## src/rtl/mod3_serial_tx_pkg.sv

```systemverilog
// ---------------------------------------------------------------------------
// mod3_serial_tx_pkg
// Shared definitions for the mod-3 checked serial transmitter:
//   - FSM state encodings (IDLE / DATA / TRAIL)
//   - remainder encodings (REM0 / REM1 / REM2)
//   - trailer mapping constants and the remainder-to-trailer helper
// No ports (package).
// ---------------------------------------------------------------------------
package mod3_serial_tx_pkg;

    typedef enum logic [1:0] {
        ST_IDLE  = 2'd0,
        ST_DATA  = 2'd1,
        ST_TRAIL = 2'd2
    } state_e;

    localparam logic [1:0] REM0 = 2'd0;
    localparam logic [1:0] REM1 = 2'd1;
    localparam logic [1:0] REM2 = 2'd2;

    // Trailer t = (3 - r) mod 3, sent MSB first.
    localparam logic [1:0] TRAIL_R0 = 2'b00;
    localparam logic [1:0] TRAIL_R1 = 2'b10;
    localparam logic [1:0] TRAIL_R2 = 2'b01;

    // The unreachable code 2'd3 maps like REM0 so the frame still closes cleanly.
    function automatic logic [1:0] trailer_of(input logic [1:0] rem);
        case (rem)
            REM1:    return TRAIL_R1;
            REM2:    return TRAIL_R2;
            default: return TRAIL_R0;
        endcase
    endfunction

endpackage

```

## src/rtl/mod3_serial_tx_rem_tracker.sv

```systemverilog
// ---------------------------------------------------------------------------
// mod3_rem_tracker
// Tracks the running value of an MSB-first bit stream modulo 3 using the
// recurrence r <- (2r + bit) mod 3.
// Ports:
//   clk     in  1  rising-edge clock
//   reset   in  1  synchronous active-high reset (r -> 0)
//   clr     in  1  clear remainder to 0 on this edge (start of a new stream)
//   en      in  1  fold in_bit into the remainder on this edge
//   in_bit  in  1  next stream bit
//   rem     out 2  current remainder (0/1/2)
// ---------------------------------------------------------------------------
module mod3_rem_tracker
    import mod3_serial_tx_pkg::*;
(
    input  logic       clk,
    input  logic       reset,
    input  logic       clr,
    input  logic       en,
    input  logic       in_bit,
    output logic [1:0] rem
);

    logic [1:0] rem_q;
    logic [1:0] rem_d;

    // NOTE: every combinational output gets a default first so no path leaves it unassigned (no latch).
    always_comb begin
        rem_d = rem_q;
        if (clr) begin
            rem_d = REM0;
        end else if (en) begin
            case (rem_q)
                REM1:    rem_d = in_bit ? REM0 : REM2;   // 2+b : 2 or 3->0
                REM2:    rem_d = in_bit ? REM2 : REM1;   // 4+b : 1 or 2
                default: rem_d = in_bit ? REM1 : REM0;   // REM0, and 3 treated as 0
            endcase
        end
    end

    // NOTE: sequential state uses non-blocking assignments so all registers update together at the edge.
    always_ff @(posedge clk) begin
        if (reset) rem_q <= REM0;
        else       rem_q <= rem_d;
    end

    assign rem = rem_q;

endmodule

```

## src/rtl/mod3_serial_tx.sv

```systemverilog
// ---------------------------------------------------------------------------
// mod3_serial_tx
// Accepts a W-bit word over valid/ready, shifts it out MSB-first one bit per
// clock, then appends a 2-bit trailer making the (W+2)-bit frame value a
// multiple of 3.
// Ports:
//   clk       in  1  rising-edge clock
//   reset     in  1  synchronous active-high reset
//   in_data   in  W  word to send, sampled on the accept edge
//   in_valid  in  1  in_data is valid
//   in_ready  out 1  word can be accepted this cycle (combinational)
//   tx_bit    out 1  serial bit (0 when tx_valid = 0)
//   tx_valid  out 1  tx_bit is a frame bit
//   tx_last   out 1  tx_bit is the second trailer bit
// ---------------------------------------------------------------------------
module mod3_serial_tx
    import mod3_serial_tx_pkg::*;
#(
    parameter int W = 8
) (
    input  logic         clk,
    input  logic         reset,
    input  logic [W-1:0] in_data,
    input  logic         in_valid,
    output logic         in_ready,
    output logic         tx_bit,
    output logic         tx_valid,
    output logic         tx_last
);

    localparam int CW = $clog2(W + 2);
    // Counter runs 0..W-1 through the data bits, then W, W+1 for the trailer.
    localparam logic [CW-1:0] CNT_LAST_DATA = CW'(W - 1);
    localparam logic [CW-1:0] CNT_TRAIL_END = CW'(W + 1);

    state_e        state_q, state_d;
    logic [W-1:0]  shreg_q, shreg_d;
    logic [CW-1:0] cnt_q,   cnt_d;
    logic [1:0]    rem;
    logic [1:0]    trail;
    logic          accept;

    // Ready in IDLE and on the final trailer cycle, which gives zero-gap back-to-back frames.
    assign in_ready = !reset &&
                      ((state_q == ST_IDLE) ||
                       ((state_q == ST_TRAIL) && (cnt_q == CNT_TRAIL_END)));
    assign accept   = in_valid && in_ready;
    assign trail    = trailer_of(rem);

    mod3_rem_tracker u_rem (
        .clk    (clk),
        .reset  (reset),
        .clr    (accept),
        .en     (state_q == ST_DATA),
        .in_bit (shreg_q[W-1]),
        .rem    (rem)
    );

    always_comb begin
        state_d  = state_q;
        shreg_d  = shreg_q;
        cnt_d    = cnt_q;
        tx_bit   = 1'b0;
        tx_valid = 1'b0;
        tx_last  = 1'b0;

        case (state_q)
            ST_IDLE: ;
            ST_DATA: begin
                tx_valid = 1'b1;
                tx_bit   = shreg_q[W-1];
                shreg_d  = {shreg_q[W-2:0], 1'b0};
                cnt_d    = cnt_q + CW'(1);
                if (cnt_q == CNT_LAST_DATA) state_d = ST_TRAIL;
            end
            ST_TRAIL: begin
                tx_valid = 1'b1;
                if (cnt_q == CNT_TRAIL_END) begin
                    tx_bit  = trail[0];
                    tx_last = 1'b1;
                    cnt_d   = '0;
                    state_d = ST_IDLE;
                end else begin
                    tx_bit  = trail[1];
                    cnt_d   = cnt_q + CW'(1);
                end
            end
            default: state_d = ST_IDLE;
        endcase

        // A new word overrides the end-of-frame return to IDLE.
        if (accept) begin
            shreg_d = in_data;
            cnt_d   = '0;
            state_d = ST_DATA;
        end
    end

    always_ff @(posedge clk) begin
        if (reset) begin
            state_q <= ST_IDLE;
            shreg_q <= '0;
            cnt_q   <= '0;
        end else begin
            state_q <= state_d;
            shreg_q <= shreg_d;
            cnt_q   <= cnt_d;
        end
    end

endmodule
```

## config.mk

```make
export PLATFORM = sky130hd
export DESIGN_NAME = mod3_serial_tx
export DESIGN_NICKNAME = d
export VERILOG_FILES = /design/src/rtl/mod3_serial_tx_pkg.sv /design/src/rtl/mod3_serial_tx_rem_tracker.sv /design/src/rtl/mod3_serial_tx.sv
export SDC_FILE = /design/constraint.sdc
export NUM_CORES = 1
export LEC_CHECK = 0
export ABC_AREA = 0
export BUFFER_PORTS_ARGS = -buffer_cell sky130_fd_sc_hd__buf_2
export CAP_MARGIN = 25
export CORE_MARGIN = 2
export CORE_UTILIZATION = 58
export CTS_CLUSTER_DIAMETER = 120
export DETAILED_ROUTE_END_ITERATION = 8
export HOLD_SLACK_MARGIN = 0.1
export PLACE_DENSITY = 0.91
export SLEW_MARGIN = 10
export SYNTH_ARGS = -nofsm -noshare
export SYNTH_HDL_FRONTEND = slang
export SYNTH_SLANG_ARGS = --single-unit
```

## constraint.sdc

```tcl
create_clock -name clk -period 2.6 [get_ports clk]
set_input_delay 0 -clock clk [delete_from_list [all_inputs] [get_ports clk]]
set_output_delay 0 -clock clk [all_outputs]
set_load 0.05 [all_outputs]
```

* Yosys cells after proc, flatten, opt, wreduce, memory -nomap -nowiden *
Cells that the tools add are included.

storage, ports and cells
  flip-flop bits (word level) = 16
  bits in latches = 0
  bits in writable memories = 0
  ROM bits = 0
  bits of input ports = 11
  output and inout port bits = 4
  word-level logic and storage cells = 48
  memories = 0

cells by class
  $add $sub $neg = 1
  multiply operators = 0
  divide/modulo/power cells = 0
  magnitude comparators = 0
  equal/unequal tests = 11
  shifts and indexed selects = 0
  mux-type cells = 18
  bitwise gates (word level) = 1
  reduce and logical (&&, ||, !) cells = 12

operators by type and width
  operator               number
  $mux W8                2
  $mux W2                4
  $pmux W2 S2            2
  $pmux W4 S2            1
  $mux W1                6
  $pmux W2 S3            1
  $reduce_and A3 Y1      2
  $add A4 B1 Y4 const B  1
  $eq A2 B1 Y1 const B   2
  $eq A2 B2 Y1 const B   2
  $eq A4 B3 Y1 const B   1
  $eq A4 B4 Y1 const B   1
  $mux W4                1
  $ne A2 B2 Y1 const B   2
  $reduce_bool A2 Y1     2
  $reduce_or A2 Y1       2
  $logic_and A1 B1 Y1    3
  $ne A3 B2 Y1 const B   1
  $ne A3 B3 Y1 const B   1
  $logic_not A2 Y1       1
  $ne A2 B1 Y1 const B   1
  $pmux W1 S2            1
  $logic_not A1 Y1       1
  $logic_or A1 B1 Y1     1
  $not A1 Y1             1

* Depth between registers and ports, before layout *
  word-level depth = 7
  mapped depth = 6

* By module *
Synthesis repeated with hierarchy kept, for this count alone.

unflattened totals
  cell total of the unflattened synthesis = 110
  area, all modules = 1017.2 um^2

by module, submodules not included
  module            times used  cells each  area each (um^2)  seq. area each (um^2)
  mod3_serial_tx    1           96          885.8             280.3
  mod3_rem_tracker  1           14          131.4             40.0

* Worst setup path after synthesis *
No wires, ideal clock.

  path kind = register -> output
  start point = register state_q[0]
  end point = output port tx_bit
  arrival = 2349 ps
  path slack = 251 ps
  stages on the path, launching flop included = 6
  buffers on the path = 1
  cells stage by stage = dfxtp_1 inv_1 ha_1 clkbuf_2 nand2_1 o21ai_0

on the way
  word-level cells in the longest chain between the ends = 2
  elaborated cells between the ends (all ways) = 3
  those cells by class = eq/ne: 2; mux: 1

ends and longest elaborated chain
  what                                                 line                   text
  start, declared                                      mod3_serial_tx.sv:36   state_e state_q, state_d;
  start signal, assigned                               mod3_serial_tx.sv:105  state_q <= state_d;
  $eq A2 B2 Y1 / $eq A2 B1 Y1 (equally long branches)  mod3_serial_tx.sv:67   case (state_q)
  $pmux W1 S2 (*)                                      mod3_serial_tx.sv:67
  end, declared                                        mod3_serial_tx.sv:26   output logic tx_bit,

Mark *: on every way between the ends. The rest lies on a longest branch, timed or not.

* Worst setup path after layout *
  start point = register state_q[0]
  end point = register shreg_q[5]

on the way
  word-level cells in the longest chain between the ends = 6
  elaborated cells between the ends (all ways) = 9
  those cells by class = eq/ne: 2; mux: 1; reduce/logical: 6

ends and longest elaborated chain
  what                                                  line                   text
  $eq A2 B2 Y1                                          mod3_serial_tx.sv:46   ((state_q == ST_TRAIL) && (cnt_q == CNT_TRAIL_END)));
  $logic_and A1 B1 Y1                                   mod3_serial_tx.sv:46
  $logic_or A1 B1 Y1                                    mod3_serial_tx.sv:45   ((state_q == ST_IDLE) ||
  $logic_and A1 B1 Y1                                   mod3_serial_tx.sv:44   assign in_ready = !reset &&
  $logic_and A1 B1 Y1                                   mod3_serial_tx.sv:47   assign accept = in_valid && in_ready;
  $mux W8 / $reduce_bool A2 Y1 (equally long branches)  -
  end signal, assigned                                  mod3_serial_tx.sv:106  shreg_q <= shreg_d;
  end, declared                                         mod3_serial_tx.sv:37   logic [W-1:0] shreg_q, shreg_d;

Parallel ways exist; a longest one is shown, timed or not.
A chain may end at the register's enable or synchronous reset.

==> results.cfg <==
[drt]
antenna_left = 0
postRouteWirelength_um = 2270
routedWlPerCell_um = 15.9
drt_iter0_drc = 18
via_count = 877
firstDrtPassIters = 4
via_per_inst = 6.13
drc = 0

[sta]
finalMaxSlewViolations = 0
period_minus_slack_ps = 2040
worst_pin_slew_ps = 609
maxSlewHeadroom_pct = 59.4
tns_ps = 0
hold_viol_final = 0
skew_ps = 0.977
fin_crit_sh_pct = 78.3
max_freq_mhz = 491
setup_viol = 0
rsz0062_at_grt = no

[die]
core_um2 = 1520
ios = 15
fp-row-count = 14
die_w_um = 44.3
start_util_pct = 61.9
die_area_um2 = 1970
die-height_um = 44.3

[worst_setup_path]
crit_top_cell = inv_1
critPathLaunchType = flip-flop
crit_chain = inv_1 -> ha_1 -> nand4b_1 -> inv_1 -> o21ai_2 -> a211oi_1 -> dlygate4sd3_1
worst_path_largest_cell_delay_ps = 570
cp_num_buf_inv = 3
required_ps = 2780
path_delay_family = buffers and inverters
cp-startpoint = state_q[0]$_SDFFE_PP0P_
crit_type = flip-flop to flip-flop
crit_slowest_cell = dlygate4sd3_1
critPathCaptureType = flip-flop
crit_arrival_ps = 2220
critPathMaxFanout = 7
rr_startpoint = state_q[0]$_SDFFE_PP0P_

[logic_synthesis]
synth_edf_count = 0
synth_cells = 102
ys_types = 32
synth_seq_cells = 16
synth_area_um2 = 943
ys_warn_count = 0
syn_nets = 120
ys_seq_area_share_pct = 34.0
syn_avg_cell_area_um2 = 9.25
synth_flop_cell = dfxtp_1
async_reset_ff_share_pct = 0

[power_and_ir_drop]
power.total_w = 0.000692
leakage_nw = 0.477
ir_drop_mv = 0.427
pwr_density_cell_nw_per_um2 = 596

[global_route]
grt_pass1_vias = 871
grt_pass1_wl_um = 3910
grt_usage_pct = 26.6
antenna_found_initial = 0
grt_max_degree = 17
overflow = 0

[run_status]
status = finished, final reports clean

[placed_design]
port_buffers = 14
dp_hpwl_um = 1420
placed_cells = 127
gp_congestion = 0.901

[clock_tree]
cts_tree = yes
cts.reportedPaths.clkPinSlew_ps = 100
cts-root-buf = clkbuf_4
clock_latency_ps = 280
numCtsBuffers = 3
cts_buffer_depth = 2
cts.sinks = 16
htreeDepth = 1

[hold_path]
worstHoldPathType = input port to flip-flop
worstHoldStart = in_data[6]

[final_layout]
nNetsFinal = 146
layout_commonest_cell = dfxtp_1
antenna_cells = 0
syn2layout_area_growth_pct = 22.9
final_layout_size_suffix_gt1_share_pct = 21.3
mostFrequentLayoutCells = 16 x dfxtp_1, 14 x buf_2, 13 x a211oi_1
stdcell_count = 143

[job]
cap_violations = 0
## registers in the layout, indices dropped and copies added (netlist names)
| signal | cells |
|---|---|
| shreg_q | 8 |
| u_rem.rem | 2 |
| cnt_q | 4 |
| state_q | 2 |
## worst register-to-register path: cells and delay by family, from the launching register on
family                     cells  cell delay (ps)
adders and majority gates      1              260
buffers and inverters          3              760
DFF                            1              350
AOI/OAI and AO/OA              2              410
and+or+nand+nor                1              150
## metal layers
layer	track usage, %	vias up	share of wire [%]	routed length [um]
met1	33.3	402	42	950
li1	-	430	-	-
met5	0	-	0	0
met4	10.3	0	1.0	23
met3	4.08	4	5.5	124
met2	45.9	41	52	1180
## metrics by stage
step	setup WS [ps]	instance area (um2)	hold slack (ps)	utilization, %
finish	564	1160	98.0	76.1
detailed placement	625	1010	270	66.1
global placement	787	1010	256	66.1
CTS	54.8	1130	109	74.4
floorplan	251	943	89.7	-
global route	406	1160	112	76.1
## layout make-up
cell class                 count  area, um2
clock buffer                   4       36.3
fill                          93        364
sequential                    16        320
multi-input combinational     72        567
inverter                       9       33.8
timing repair buffer          26        183
tap                           16       20.0
## logic make-up after synthesis
group | Yosys count | synth area share, %
compound gates | 28 | 22.4
fa+ha+maj | 7 | 9.28
buf+inv | 14 | 6.37
flops | 16 | 34.0
mux | 12 | 13.0
simple gates | 25 | 15.0
## synth_stat cells (all sizes together), types with 3 or more instances
| library cell | n | area (um2) |
|---|---|---|
| ha | 7 | 87.6 |
| a211oi | 14 | 110 |
| a2111oi | 3 | 26.3 |
| inv | 9 | 33.8 |
| nor3 | 3 | 15.0 |
| nand3 | 3 | 15.0 |
| buf | 3 | 17.5 |
| nand2 | 6 | 22.5 |
| dfxtp | 16 | 320 |
| a21oi | 6 | 41.3 |
| mux2i | 10 | 100 |
## worst paths after layout
path                             endpoint  slack, ps  cells after the start
hold reg to reg   shreg_q[0]$_SDFFE_PP0P_        510                      2
hold / removal    shreg_q[6]$_SDFFE_PP0P_        100                      3
setup / recovery  shreg_q[5]$_SDFFE_PP0P_        560                      7
setup reg to reg  shreg_q[5]$_SDFFE_PP0P_        560                      7
## power by group
group	switching (W)	internal [W]	leakage [nW]	total [W]
Combinational	0.000135	0.0000951	0.325	0.000230
Clock	0.0000798	0.0000852	0.0210	0.000165
Sequential	0.0000225	0.000274	0.131	0.000297
Total	0.000237	0.000454	0.477	0.000692
## timing repair
| action | 4_1_cts | 5_1_grt |
|---|---|---|
| resized for setup | 0 | 1 |
| endpoints found under the setup margin | 0 | 1 |
| buffers inserted | 0 | 3 |
| hold buffers | 9 | 0 |
| endpoints found under the hold margin | 8 | 0 |
Note: power is estimated with default switching activity, not from simulation.
